`config.mk`:
```
export PLATFORM = sky130hd
export DESIGN_NAME = mem_store_monitor
export DESIGN_NICKNAME = d
export VERILOG_FILES = /design/src/rtl/mem_store_monitor.sv
export SDC_FILE = /design/constraint.sdc
export NUM_CORES = 1
export LEC_CHECK = 0
export CORE_MARGIN = 5
export CORE_UTILIZATION = 50
export DETAILED_ROUTE_END_ITERATION = 10
export DONT_BUFFER_PORTS = 1
export PLACE_DENSITY_LB_ADDON = 0.05
export REMOVE_ABC_BUFFERS = 1
export SYNTH_ARGS = -nofsm -noshare
export SYNTH_HDL_FRONTEND = slang
export SYNTH_SLANG_ARGS = --single-unit
```
`constraint.sdc`:
```
create_clock -name clk -period 15.2 [get_ports clk]
set_input_delay 3.04 -clock clk [delete_from_list [all_inputs] [get_ports clk]]
set_output_delay 3.04 -clock clk [all_outputs]
set_load 0.02 [all_outputs]
```
`src/rtl/mem_store_monitor.sv`:
```
// mem_store_monitor: logs processor stores into a FIFO and classifies the run as PASS/FAIL.
// Latency: a store sampled at edge N is visible on out_* (if FIFO was empty) and in counters/flags after edge N.
// Backpressure: out_valid/out_ready drain; a store into a full FIFO with no pop is dropped and counted.
//
// Ports:
//   clk, reset                  - clock, synchronous active-high reset
//   memwrite/dataadr/writedata  - store strobe, byte address and data from the processor
//   out_valid/out_ready         - log head handshake; out_addr/out_data/out_seq carry the head entry
//   store_count/drop_count      - saturating counts of accepted and dropped stores
//   overflow                    - sticky, set on the first drop
//   done/pass/fail/bad_addr     - run classification and the address that caused FAIL
module mem_store_monitor #(
  parameter int          DEPTH     = 16,
  parameter logic [31:0] DONE_ADDR = 32'd84,
  parameter logic [31:0] DONE_DATA = 32'd7,
  parameter logic [31:0] WIN_LO    = 32'd0,
  parameter logic [31:0] WIN_HI    = 32'd252
) (
  input  logic        clk,
  input  logic        reset,
  input  logic        memwrite,
  input  logic [31:0] dataadr,
  input  logic [31:0] writedata,
  output logic        out_valid,
  input  logic        out_ready,
  output logic [31:0] out_addr,
  output logic [31:0] out_data,
  output logic [15:0] out_seq,
  output logic [15:0] store_count,
  output logic [15:0] drop_count,
  output logic        overflow,
  output logic        done,
  output logic        pass,
  output logic        fail,
  output logic [31:0] bad_addr
);

  localparam int AW = $clog2(DEPTH);

  localparam logic [1:0] S_RUN  = 2'd0;
  localparam logic [1:0] S_PASS = 2'd1;
  localparam logic [1:0] S_FAIL = 2'd2;

  logic [1:0]  r_state;
  logic [1:0]  w_next_state;

  logic [31:0] r_mem_addr [DEPTH];
  logic [31:0] r_mem_data [DEPTH];
  logic [15:0] r_mem_seq  [DEPTH];

  // One extra pointer bit distinguishes full from empty.
  logic [AW:0] r_wptr;
  logic [AW:0] r_rptr;
  logic [15:0] r_seq;
  logic [15:0] r_store_count;
  logic [15:0] r_drop_count;
  logic        r_overflow;
  logic [31:0] r_bad_addr;

  logic w_empty;
  logic w_full;
  logic w_pop;
  logic w_accept;
  logic w_push;
  logic w_drop;
  logic w_is_done;
  logic w_misalign;
  logic w_in_win;
  logic w_to_fail;

  assign w_empty = (r_wptr == r_rptr);
  assign w_full  = (r_wptr[AW] != r_rptr[AW]) && (r_wptr[AW-1:0] == r_rptr[AW-1:0]);
  assign w_pop   = !w_empty && out_ready;

  assign w_accept   = memwrite && (r_state == S_RUN);
  assign w_is_done  = (dataadr == DONE_ADDR) && (writedata == DONE_DATA);
  assign w_misalign = (dataadr[1:0] != 2'b00);
  // Single unsigned compare: addresses below WIN_LO wrap to huge offsets.
  assign w_in_win   = (dataadr - WIN_LO) <= (WIN_HI - WIN_LO);
  assign w_to_fail  = w_accept && !w_is_done && (w_misalign || !w_in_win);

  // A pop in the same cycle frees the slot, so a full FIFO still accepts the push.
  assign w_push = w_accept && (!w_full || w_pop);
  assign w_drop = w_accept && w_full && !w_pop;

  // FSM: state register
  always_ff @(posedge clk) begin
    if (reset) r_state <= S_RUN;
    else       r_state <= w_next_state;
  end

  // FSM: next-state logic
  always_comb begin
    w_next_state = r_state;
    if (w_accept) begin
      if (w_is_done)      w_next_state = S_PASS;
      else if (w_to_fail) w_next_state = S_FAIL;
    end
  end

  // FSM: outputs
  always_comb begin
    pass = (r_state == S_PASS);
    fail = (r_state == S_FAIL);
    done = pass || fail;
  end

  // Log storage; contents need no reset since the pointers define validity.
  always_ff @(posedge clk) begin
    if (!reset && w_push) begin
      r_mem_addr[r_wptr[AW-1:0]] <= dataadr;
      r_mem_data[r_wptr[AW-1:0]] <= writedata;
      r_mem_seq[r_wptr[AW-1:0]]  <= r_seq;
    end
  end

  always_ff @(posedge clk) begin
    if (reset) begin
      r_wptr        <= '0;
      r_rptr        <= '0;
      r_seq         <= '0;
      r_store_count <= '0;
      r_drop_count  <= '0;
      r_overflow    <= 1'b0;
      r_bad_addr    <= '0;
    end else begin
      if (w_push) r_wptr <= r_wptr + 1'b1;
      if (w_pop)  r_rptr <= r_rptr + 1'b1;
      if (w_accept) begin
        // seq keeps advancing on drops so gaps in out_seq expose them.
        r_seq <= r_seq + 16'd1;
        if (r_store_count != 16'hFFFF) r_store_count <= r_store_count + 16'd1;
      end
      if (w_drop) begin
        r_overflow <= 1'b1;
        if (r_drop_count != 16'hFFFF) r_drop_count <= r_drop_count + 16'd1;
      end
      if (w_to_fail) r_bad_addr <= dataadr;
    end
  end

  assign out_valid   = !w_empty;
  assign out_addr    = w_empty ? 32'd0 : r_mem_addr[r_rptr[AW-1:0]];
  assign out_data    = w_empty ? 32'd0 : r_mem_data[r_rptr[AW-1:0]];
  assign out_seq     = w_empty ? 16'd0 : r_mem_seq[r_rptr[AW-1:0]];
  assign store_count = r_store_count;
  assign drop_count  = r_drop_count;
  assign overflow    = r_overflow;
  assign bad_addr    = r_bad_addr;

endmodule

```
# Word level (Yosys, flattened, before mapping)
# Memories as Yosys holds them, arrays and structs flattened. A register that Yosys moved wholly into a read port is not among the register bits.
# Index checks and enable logic that the tools add are counted.
[totals] n_memories=3 inputBits=68 latch_bits=0 mem_bits_rw=1280 regBits=93 word_cells=64 romBits=0 output_inout_bits=149
[memory_table] name="r_mem_addr" words=16 width=32 read_ports=1 rd_ports_with_merged_regs=1 wr=1 line_no="47" rtl="logic [31:0] r_mem_addr [DEPTH];"
[memory_table] name="r_mem_data" words=16 width=32 read_ports=1 rd_ports_with_merged_regs=1 wr=1 line_no="48" rtl="logic [31:0] r_mem_data [DEPTH];"
[memory_table] name="r_mem_seq" words=16 width=16 read_ports=1 rd_ports_with_merged_regs=1 wr=1 line_no="49" rtl="logic [15:0] r_mem_seq [DEPTH];"
[op_classes] mul=0 n_addsub=5 n_reduce_logical=25 n_eq_ne=9 n_shift=0 div_mod_pow=0 magnitude_cmp=1 bitwise_logic=0 mux=13
[op_table] operator="two-way mux 32 bit" count=2
[op_table] operator="adder 16 x 1 -> 16 bit, second input constant" count=3
[op_table] operator="== test 32 x 3 -> 1 bit, second input constant" count=1
[op_table] operator="== test 32 x 7 -> 1 bit, second input constant" count=1
[op_table] operator="<= comparator 32 x 8 -> 1 bit, second input constant" count=1
[op_table] operator="inequality test 16 bit, second input constant" count=2
[op_table] operator="two-way mux 4 bit" count=6
[op_table] operator="two-way mux 16 bit" count=1
[op_table] operator="adder 5 x 1 -> 5 bit, second input constant" count=2
[op_table] operator="logical AND 1 bit" count=10
[op_table] operator="zero test 1 bit" count=6
[op_table] operator="AND reduction 2 bit" count=3
[op_table] operator="== test 5 bit" count=1
[op_table] operator="== test 4 bit" count=1
[op_table] operator="two-way mux 2 bit" count=2
[op_table] operator="nonzero test 2 bit" count=2
[op_table] operator="logical OR 1 bit" count=3
[op_table] operator="== test 2 x 1 -> 1 bit, second input constant" count=1
[op_table] operator="== test 2 bit, second input constant" count=1
[op_table] operator="zero test 2 bit" count=1
[op_table] operator="two-way mux 1 bit" count=2
[op_table] operator="inequality test 1 bit" count=1

# Depth between registers and ports, before layout
[depth] depth_word=8 depth_mapped=9 ltp_nobuf=7

# Worst setup path before layout
# Ideal clock, no wire load.
[synth_path] path_kind="input to register" startpoint="input port memwrite" endpoint="memory r_mem_addr[5][0], enable pin" setup_slack_ns=7.544 path_buffers=0 setup_ns=0.519 cell_stages=4 t_arrival_ns=7.138 required_ns=14.681 path_cell_list="nand2_1 a21oi_1 nand3b_1 nor2_1"
[synth_via] elab_chain_cells=5
[synth_lines] item="start, declared" line_no="21" rtl="input logic memwrite,"
[synth_lines] item="logical AND 1 bit" line_no="75" rtl="assign w_accept = memwrite && (r_state == S_RUN);"
[synth_lines] item="logical AND 1 bit" line_no="83" rtl="assign w_push = w_accept && (!w_full || w_pop);"
[synth_lines] item="logical AND 1 bit" line_no="110" rtl="if (!reset && w_push) begin"
[synth_lines] item="two-way mux 1 bit" line_no="110"
[synth_lines] item="two-way mux 1 bit (not written as such)" line_no="111" rtl="r_mem_addr[r_wptr[AW-1:0]] <= dataadr;"
[synth_lines] item="end, declared" line_no="47"
# Every way passes these cells.

==> impl_results.md <==
* Status: completed
* Cts hold-fix bufs at 0
* Post-synthesis sequential area ratio at 76.4%
* CP max-delay cell: dfxtp_4
* Static Leak at about 18 nW
* Setup crit start kind: flip-flop
* Clock latency on the worst-skew pair at roughly 0.73 ns
* Resized cells post-CTS at 0
* Post-DP Area at between 0.05 and 0.06 mm^2
* Arrival time worst endpoint at a little under 5 ns
* Synth Register Bits at around 1400
* Worst Path Buf+Inv at 2
* Cts bufs inserted at 143
* Min cycle time layout at about 8 ns
* Largest stage delay, worst path at 0.96 ns
* Netlist cell types at 42
* Slew @ Worst Pin at approximately 1.1 ns
* Core area at between 0.1 and 0.15 mm^2
* Num rows at approximately 120
* DIE AREA at between 0.1 and 0.15 mm^2
* Worst-path clk slew at 0.06 ns
* Initial Util at 50.3%
* Synth area leader: edfxtp_1
* Largest cells by area after synthesis: edfxtp_1, mux4_2, dfxtp_1, and2_1, nor2_1
* Final hold vios at 0
* First-pass GRT wire length at roughly 180 mm
* VDD IR max at 0.0999 mV
* Synth-to-Final Area Change at 12.1%
* Crit path max-delay family: buffers and inverters
* Die extent in x at approximately 340 um
* Crit path kind: reg2out
* Drt initial violations at 2312
* Count of input and output buffers at 0
* WL/cell at approximately 31 um
* Initial antenna violation count at 10
* Vias after detailed routing at approximately 24000
* Clock net sink count at 1377
* Async SR Flop Fraction at 0%
* Synth warn at 0
* CTS tree: built
* Max Transition Viols Final at 0
* Worst path required time at between 10 and 15 ns
* Root Buffer: clkbuf_16
* Pwr Total at about 8.6 mW
* # DRC at 0
* Most used cell, CP: mux4_2
* Final Core Density at around 56%
* Worst R2R Start: r_rptr[4]
* Vias in the first global route at 25700
* RSZ-0062 raised after global routing: false
* Syn Area/Cell at roughly 22 um^2
* Vias per cell at 6.12
* Critical path endpoint category: output port
* Post-Synthesis Cells at between 2000 and 2500
* Total gr overflow at 0
* DP HPWL at 62.7 mm
* Crit path max fanout at roughly 110
* I/O pins at 217
* First drt pass iteration count at 5
* GRT Util Overall at 22.2%
* Mapped Area at between 0.05 and 0.06 mm^2
* PwrDens at approximately 150 mW/mm^2
* Cell Chain, Critical Path: buf_12, buf_4, mux4_2, mux4_2, and2_1
* CTS max path bufs at 3
* Final setup viols at 0
* Achievable Freq at ~130 MHz
* Layout cells sized above 1 at a little over a quarter
* MaxCap Viol Count at 0
* # Post-CTS Setup Buffers at 0
* Final Cycle Share at ~52%
* Clock skew at 0.0171 ns
* Max_slew headroom at between 20% and 30%
* GP Congestion at ~0.75
* Min-delay src: r_state[1]
* HP Class: reg2reg
* Largest net degree at the start of global routing at about 160
* Die extent in y at between 300 and 400 um
* H-tree levels at 4
* Final wirelength at about 120 mm
* Final instance area at 0.0593 mm^2
* Top-area cell type share of the netlist area at 72.7%
* Post-synth EDFFs at between 1000 and 1500
* Main flop type after synthesis: edfxtp_1
* Routed Antenna Nets at 0
* Fin nets at between 2000 and 3000
-- logic make-up after synthesis --
kind of cell    synth area share, %
flops                          76.4
simple gates                   3.14
fa+ha+maj                     0.260
buf+inv                        1.30
xor+xnor                      0.630
compound gates                0.540
mux                            17.7
-- synthesized netlist by cell type (all sizes together), types with 3 or more instances --
cell type / n
a211oi: 3
a21oi: 24
and2: 82
and3: 4
and4: 6
buf: 52
clkbuf: 67
dfxtp: 97
edfxtp: 1280
ha: 11
inv: 13
mux2i: 36
mux4: 400
nand2: 23
nand2b: 6
nand3: 18
nand4: 20
nor2: 98
nor3: 12
nor4: 18
o21ai: 13
o31ai: 5
or3: 10
or4: 6
xnor2: 21
xor2: 17
-- worst reg2reg max path, stage by stage, from the launching register on --
cell and delay (ns):
dfxtp_1 0.32, xnor2_1 0.53, nor2_1 0.18, a21oi_1 0.51
nand3_1 0.42, nor2_4 0.86, buf_4 0.60, buf_4 0.79
-- report_power, final --
| group | internal [mW] | switching [mW] | leakage (nW) |
|---|---|---|---|
| clock | 2.09 | 1.40 | 2.33 |
| combinational | 0.435 | 0.485 | 3.32 |
| sequential | 4.16 | 0.0476 | 12.3 |
-- layer usage --
metal	GRT usage [%]	routed length, um	up-vias
met4	4.54	1820	0
met3	5.11	8640	141
li1	-	-	10000
met5	0	0	-
met1	31.4	51900	13200
met2	36.2	61400	745
-- layout by cell type, fill, tap and decap left out, types with 10 or more instances in the layout --
cell type / count
nand2_1: 22
xnor2_1: 21
ha_1: 11
mux2i_1: 36
clkbuf_1: 38
nor2_4: 16
buf_4: 43
clkinv_1: 16
clkinv_2: 22
inv_1: 13
or3_1: 10
clkbuf_16: 156
nor4_1: 16
edfxtp_1: 1280
nor2_1: 82
nand3_1: 18
o21ai_0: 12
nand4_1: 20
clkbuf_8: 15
dfxtp_1: 93
a21oi_1: 24
mux4_2: 400
nor3_1: 11
xor2_1: 17
and2_1: 82
-- stage by stage --
stage                     hold slack (ns)  setup slack [ns]  setup TNS [ns]  instances
after global routing                0.533              6.74               0       3939
after CTS                           0.504              7.02               0       3939
after floorplan                     0.461             -2.23         -178.34       2237
final                               0.509              7.26               0       3940
after detailed placement            0.496              7.80               0       3674
after global placement              0.478              7.84               0       3674
-- worst paths after layout --
path	endpoint	slack (ns)	depth (start not counted)
setup / recovery	out_seq[0]	7.26	5
hold / removal	r_state[1]	0.51	2
setup reg to reg	r_mem_data[14][15]	10.59	7
hold reg to reg	r_state[1]	0.51	2
-- layout make-up --
cell class,count,area [um^2]
well taps,1391,1740
flip-flops and latches,1377,40400
repair buffers,46,383
inverters,13,48.8
clock inverters,56,513
clock buffers,209,4250
multi-input cells,847,11900
fillers,7821,45900
diodes,1,2.50
-- state kept, by name, indices dropped and copies added, names as in the netlist, named ones only --
name	flops
r_rptr	5
r_seq	16
overflow	1
bad_addr	32
r_mem_addr	512
r_mem_seq	256
r_wptr	5
r_state	2
drop_count	16
r_mem_data	512
store_count	16
(Power assumes the default switching activity.)
